File: src/rtl/issue_queue_fifo.sv
// In-order first-word-fall-through issue queue with occupancy count, almost-full
// back-pressure, flush, and a sticky overflow/underflow error flag.
module issue_queue_fifo #(
    parameter int unsigned size         = 32,
    parameter int unsigned depth        = 8,
    parameter int unsigned afull_thresh = 6
) (
    input  logic                      clk,
    input  logic                      rst,
    input  logic                      flush,
    input  logic                      push_front,
    input  logic [size-1:0]           din,
    input  logic                      pop_back,
    output logic [size-1:0]           dout,
    output logic                      empty,
    output logic                      full,
    output logic                      almost_full,
    output logic [$clog2(depth):0]    count,
    output logic                      err
);

    localparam int unsigned PTR_W = $clog2(depth);
    localparam int unsigned CNT_W = PTR_W + 1;
    localparam logic [CNT_W-1:0] DEPTH_C = CNT_W'(depth);
    localparam logic [CNT_W-1:0] AFULL_C = CNT_W'(afull_thresh);

    logic [size-1:0]  mem_q [depth];
    logic [PTR_W-1:0] wp_q, wp_d;
    logic [PTR_W-1:0] rp_q, rp_d;
    logic [CNT_W-1:0] cnt_q, cnt_d;
    logic             err_q, err_d;

    logic empty_s;
    logic full_s;
    logic do_push;
    logic do_pop;
    logic mem_we;

    // Status decoded from registered count only; no input-to-status path.
    always_comb begin
        empty_s = (cnt_q == '0);
        full_s  = (cnt_q == DEPTH_C);
    end

    always_comb begin
        do_pop  = pop_back & ~empty_s;
        do_push = push_front & (~full_s | do_pop);

        wp_d   = wp_q;
        rp_d   = rp_q;
        cnt_d  = cnt_q;
        err_d  = err_q;
        mem_we = 1'b0;

        if (flush) begin
            wp_d  = '0;
            rp_d  = '0;
            cnt_d = '0;
        end else begin
            mem_we = do_push;
            if (do_push) begin
                wp_d = wp_q + PTR_W'(1);
            end
            if (do_pop) begin
                rp_d = rp_q + PTR_W'(1);
            end
            cnt_d = cnt_q + CNT_W'(do_push) - CNT_W'(do_pop);
            if ((push_front & full_s & ~do_pop) | (pop_back & empty_s)) begin
                err_d = 1'b1;
            end
        end
    end

    always_ff @(posedge clk) begin
        if (!rst) begin
            wp_q  <= '0;
            rp_q  <= '0;
            cnt_q <= '0;
            err_q <= 1'b0;
        end else begin
            wp_q  <= wp_d;
            rp_q  <= rp_d;
            cnt_q <= cnt_d;
            err_q <= err_d;
        end
    end

    // Storage is not reset; contents are only observable through a valid head.
    always_ff @(posedge clk) begin
        if (rst && mem_we) begin
            mem_q[wp_q] <= din;
        end
    end

    always_comb begin
        dout        = empty_s ? '0 : mem_q[rp_q];
        empty       = empty_s;
        full        = full_s;
        almost_full = (cnt_q >= AFULL_C);
        count       = cnt_q;
        err         = err_q;
    end

endmodule

File: config.mk
export PLATFORM = sky130hd
export DESIGN_NAME = issue_queue_fifo
export DESIGN_NICKNAME = d
export VERILOG_FILES = /design/src/rtl/issue_queue_fifo.sv
export SDC_FILE = /design/constraint.sdc
export NUM_CORES = 1
export LEC_CHECK = 0
export ABC_AREA = 1
export BUFFER_PORTS_ARGS = -buffer_cell sky130_fd_sc_hd__buf_2
export CAP_MARGIN = 40
export CELL_PAD_IN_SITES_DETAIL_PLACEMENT = 1
export CELL_PAD_IN_SITES_GLOBAL_PLACEMENT = 1
export CORE_ASPECT_RATIO = 0.7
export CORE_MARGIN = 5
export CORE_UTILIZATION = 48
export DETAILED_ROUTE_END_ITERATION = 16
export HOLD_SLACK_MARGIN = 0.02
export PLACE_DENSITY = 0.81
export SYNTH_ARGS = -nofsm -noshare
export SYNTH_HDL_FRONTEND = slang
export SYNTH_SLANG_ARGS = --single-unit
File: constraint.sdc
create_clock -name clk -period 4.1 [get_ports clk]
set_input_delay 0 -clock clk [delete_from_list [all_inputs] [get_ports clk]]
set_output_delay 0 -clock clk [all_outputs]
set_load 0.01 [all_outputs]
**Word-level counts from Yosys, hierarchy flattened**

Memories as Yosys holds them, arrays and structs flattened. A register that Yosys moved wholly into a read port is not among the register bits.
Cells that the tools add are included.

- Register bits after elaboration: 11
- Word-level logic and storage cells: 33
- Memories kept: 1
- Bits in writable memories: 256
- Output and inout port bits: 40
- Bits of input ports: 37

- Add/subtract/negate cells: 4
- Mux-type cells: 6
- Eq/ne operators: 1
- Reduce and logical (&&, ||, !) cells: 4
- Bitwise logic cells: 12
- $lt $le $gt $ge: 1

Memories:

| name | words | width | rd ports | clocked after Yosys merged registers in | write ports | RTL line | text |
|---|---|---|---|---|---|---|---|
| mem_q | 8 | 32 | 1 | 1 | 1 | 27 | `logic [size-1:0] mem_q [depth];` |

Operator list:

| cell | number |
|---|---|
| 2-to-1 mux 32 bit | 1 |
| adder 3 x 1 -> 3 bit (second input constant) | 2 |
| 2-to-1 mux 3 bit | 2 |
| bitwise AND 1 bit | 5 |
| inverter 1 bit | 5 |
| adder 4 x 1 -> 4 bit | 1 |
| equality test 4 bit (second input constant) | 1 |
| >= comparator 4 x 3 -> 1 bit (second input constant) | 1 |
| logical NOT 4 bit | 1 |
| subtractor 4 x 1 -> 4 bit | 1 |
| 2-to-1 mux 1 bit | 3 |
| bitwise OR 1 bit | 2 |
| AND reduction 2 bit | 1 |
| OR reduction 2 bit | 1 |
| logical AND 1 bit | 1 |

**Logic depth before layout (Yosys ltp)**

- Word-level depth: 9
- Mapped depth: 15
- Gate-level depth less buffers: 14

**Least setup slack after synthesis**

No wires, ideal clock.

- Kind: register -> register
- From: register cnt_q[2], in the netlist count[2]
- To: memory mem_q[0][0], enable pin
- Path slack: 1097 ps
- Library setup time: 421 ps
- Data required time: 3679 ps
- Clock period less this slack: 3003 ps
- Path buffers: 1
- Arrival: 2582 ps
- Stages on the path, launching flop included: 9
- Cells stage by stage: dfxtp_1 inv_1 ha_1 nand2_2 nand2_1 buf_4 a21boi_4 nand2_2 nor2_1

- Word-level cells in the longest chain between the ends: 9
- Elaborated cells between the ends (all ways): 11
- Those cells by class: eq/ne (1); mux (3); bitwise (5); reduce/logical (2)

RTL lines:

| element | RTL line | text |
|---|---|---|
| from (decl) | 30 | `logic [CNT_W-1:0] cnt_q, cnt_d;` |
| from (signal assigned) | 83 | `cnt_q <= cnt_d;` |
| logical NOT 4 bit | 41 | `empty_s = (cnt_q == '0);` |
| inverter 1 bit | 46 | `do_pop = pop_back & ~empty_s;` |
| bitwise AND 1 bit | 46 |  |
| bitwise OR 1 bit (*) | 47 | `do_push = push_front & (~full_s \| do_pop);` |
| bitwise AND 1 bit (*) | 47 |  |
| 2-to-1 mux 1 bit (*) | 55 | `if (flush) begin` |
| logical AND 1 bit (*) | 90 | `if (rst && mem_we) begin` |
| 2-to-1 mux 1 bit (*) | 90 |  |
| 2-to-1 mux 1 bit (not written as such) (*) | 91 | `mem_q[wp_q] <= din;` |
| to (decl) | 27 |  |

Mark *: on every way between the ends. The rest lies on a longest branch, timed or not.

**Worst setup path in the final report**

- From: register cnt_q[2], in the netlist count[2]
- To: memory mem_q[0][19], enable pin

Same word-level chain as after synthesis.

==> results.ini <==
[power]
power.internal_mw = 4.49
p_leak_nw = 5.14
vdd_drop_max_mv = 0.264
clkPwrFrac = 0.385
power_density_nw_per_um2 = 438
pwr-share-seq = 0.520
swShare = 0.234
comb_power_share = 0.095
switchingPower_mw = 1.37

[placed_design]
globalplace.congestion = 0.723
portBuffers = 76
post-dp-hpwl_mm = 17.7
placed_cells = 1448

[timing]
finalSetupViolCount = 0
final.period_utilization = 0.656
fin_tns_setup_ps = 0
finalMaxSlewViolations = 0
finalCriticalPeriod_ps = 2690
slew_headroom = 0.360
worstMarginPinSlew_ps = 959
fmax_ghz = 0.372
rsz0062_at_grt = false
holdWs_ps = 76.1
hold_viol = 0
skew_ps = 15.3

[global_route]
grt_usage = 0.212
grt_pass1_vias = 8266
grt_max_degree = 193
grt_pass1_wl_mm = 45.9
antenna_found_initial = 0
overflow = 0

[setup_path]
cp_cell_sequence = inv_1 > ha_1 > nand2_2 > nand2_1 > a21boi_4 > nand2_2 > nor2_4 > buf_4
path_class = flip-flop to flip-flop
cp_slowest_stage_delay_ps = 610
setup.worst_path.start_class = flip-flop
rr_worst_depth = 8
rrSetupSlack_ps = 1410
timing.rr.start = count[2]$_SDFF_PP0_
critPathSlowestCell = nor2_4
cp_common_cell = nand2_2
crit_arrival_ps = 2900
critPathRequiredTime_ps = 4310
worstPathMaxFanout = 20
worstReg2RegEnd = mem_q[0][19]$_DFFE_PP_
endpoint_kind = flip-flop

[clocking]
cts.sinks = 270
clock_latency_ps = 530
cts_setup_buffers = 0
cts_resized = 0
cts_hold_buf = 37
clock_path_buffers = 3
clk_pin_slew_ps = 60
ctsHtreeMaxLevel = 1
numCtsBuffers = 26
cts_tree = done
clockRootBuffer = clkbuf_16

[yosys]
synth_area_leaders = edfxtp_1 67%, nor2_1 11%, nand2_1 7.0%
synth_commonest_cells = 342 x nor2_1, 256 x edfxtp_1, 214 x nand2_1, 82 x inv_1, 64 x o21ai_0
syn-num-nets = 1136
ys_types = 22
seq_area_frac_synth = 0.697
synth-edff-count = 256
yosysMostFrequentCell = nor2_1
synthArstFlopShare = 0
ys_ff_latch = 270
synth_top_area_share = 0.673
avgSynthCellArea_um2 = 10.5
synth_ff_type = edfxtp_1
yosys_warnings = 0
synth.largest_area_cell = edfxtp_1
synthesis.area_um2 = 11400
syn_inst = 1090

[floorplan]
die_y_um = 139
rows = 47
ios = 77
coreArea_um2 = 23500
die_x_um = 194
initial_core_util = 0.486
die_area_um2 = 27000

[final_layout]
drive_above_1_share = 0.119
n_antenna_cell = 0
fin_cells = 1532
area_growth_pct = 17.1
nets = 1241

[detailed_routing]
drt_wl_total_mm = 29.1
drt_iter0_markers = 534
drc = 0
routedWlPerCell_um = 19.0
route.vias.total = 7831
drt-vias-per-instance = 5.11
first_pass_iters = 4
antenna_left = 0

[job]
maxCapViolations = 0

[worst_hold_path]
hp-class = input pin to flip-flop
holdPathStages = 3
hp-start = pop_back

[status]
outcome = complete, no violations

[metrics by stage]
stage,utilization,setup slack [ps],power (mW),area (um2)
2_1_floorplan,-,1100,3.42,11400
3_3_place_gp,0.512,1340,3.61,12000
3_5_place_dp,0.519,1350,3.64,12200
4_1_cts,0.569,1360,5.91,13400
5_1_grt,0.569,1230,6.10,13400
6_report,0.569,1410,5.86,13400
[power by group through the flow]
stage | clock [mW] | combinational (mW) | sequential [mW]
after floorplan | 0 | 0.310 | 3.11
after global placement | 0 | 0.498 | 3.11
after detailed placement | 0 | 0.525 | 3.11
after CTS | 2.30 | 0.561 | 3.05
after global routing | 2.43 | 0.619 | 3.05
final | 2.26 | 0.554 | 3.05
[final cells by class]
cell class / instances / area, um2
clock buffer: 35 / 706
clock inverter: 12 / 80.1
fill: 2575 / 10100
inverter: 84 / 315
multi-input combinational: 683 / 2900
sequential: 270 / 7970
tap: 318 / 398
timing repair buffer: 130 / 1010
[placed cells by master, fill, tap and decap left out, types with 11 or more instances in the layout]
cell type,n
o21ai_0,64
buf_2,76
inv_1,82
dfxtp_1,11
clkbuf_16,27
nand2_1,214
edfxtp_1,256
nand3_1,37
dlygate4sd3_1,37
nor2_1,334
[state kept, by name, summed over array words and instances (netlist names), named ones only]
name	cells
mem_q	256
rp_q	3
count	4
err	1
wp_q	3
[worst max-delay path, delay by kind of cell (launching register included)]
kind | cells | cell delay [ps]
DFF | 1 | 360
AOI/OAI and AO/OA | 1 | 230
adders and majority gates | 1 | 210
and+or+nand+nor | 4 | 1110
buffers and inverters | 2 | 450
[per-layer routing]
metal  track usage  routed length, um  vias up
met3        0.0287               1180       40
met1         0.291              13100     3863
li1              -                  -     3758
met4        0.0366                468        0
met5             0                  0        -
met2         0.370              14400      170
[cells by family (layout without fill, tap and decap cells)]
logic type / Yosys count / in the layout / share of synthesized area
buffers and inverters: 137 / 261 / 0.0543
xor gates and xnor gates: 1 / 1 / 0.000767
adders and majority gates: 9 / 9 / 0.0105
DFF: 270 / 270 / 0.697
and+or+nand+nor: 597 / 597 / 0.202
AOI/OAI and AO/OA: 76 / 76 / 0.0345
[worst max-delay path by stage]
stage | slack [ps] | depth (start not counted) | endpoint | from
6_report | 1410 | 8 | mem_q[0][19]$_DFFE_PP_ | count[2]$_SDFF_PP0_
2_1_floorplan | 1100 | 8 | mem_q[0][0]$_DFFE_PP_ | count[2]$_SDFF_PP0_
3_3_place_gp | 1340 | 7 | mem_q[7][16]$_DFFE_PP_ | count[2]$_SDFF_PP0_
3_5_place_dp | 1350 | 8 | mem_q[6][24]$_DFFE_PP_ | count[2]$_SDFF_PP0_
5_1_grt | 1230 | 8 | mem_q[6][28]$_DFFE_PP_ | count[2]$_SDFF_PP0_
4_1_cts | 1360 | 8 | mem_q[6][28]$_DFFE_PP_ | count[2]$_SDFF_PP0_
No activity file was read; power rests on OpenSTA's default activity.
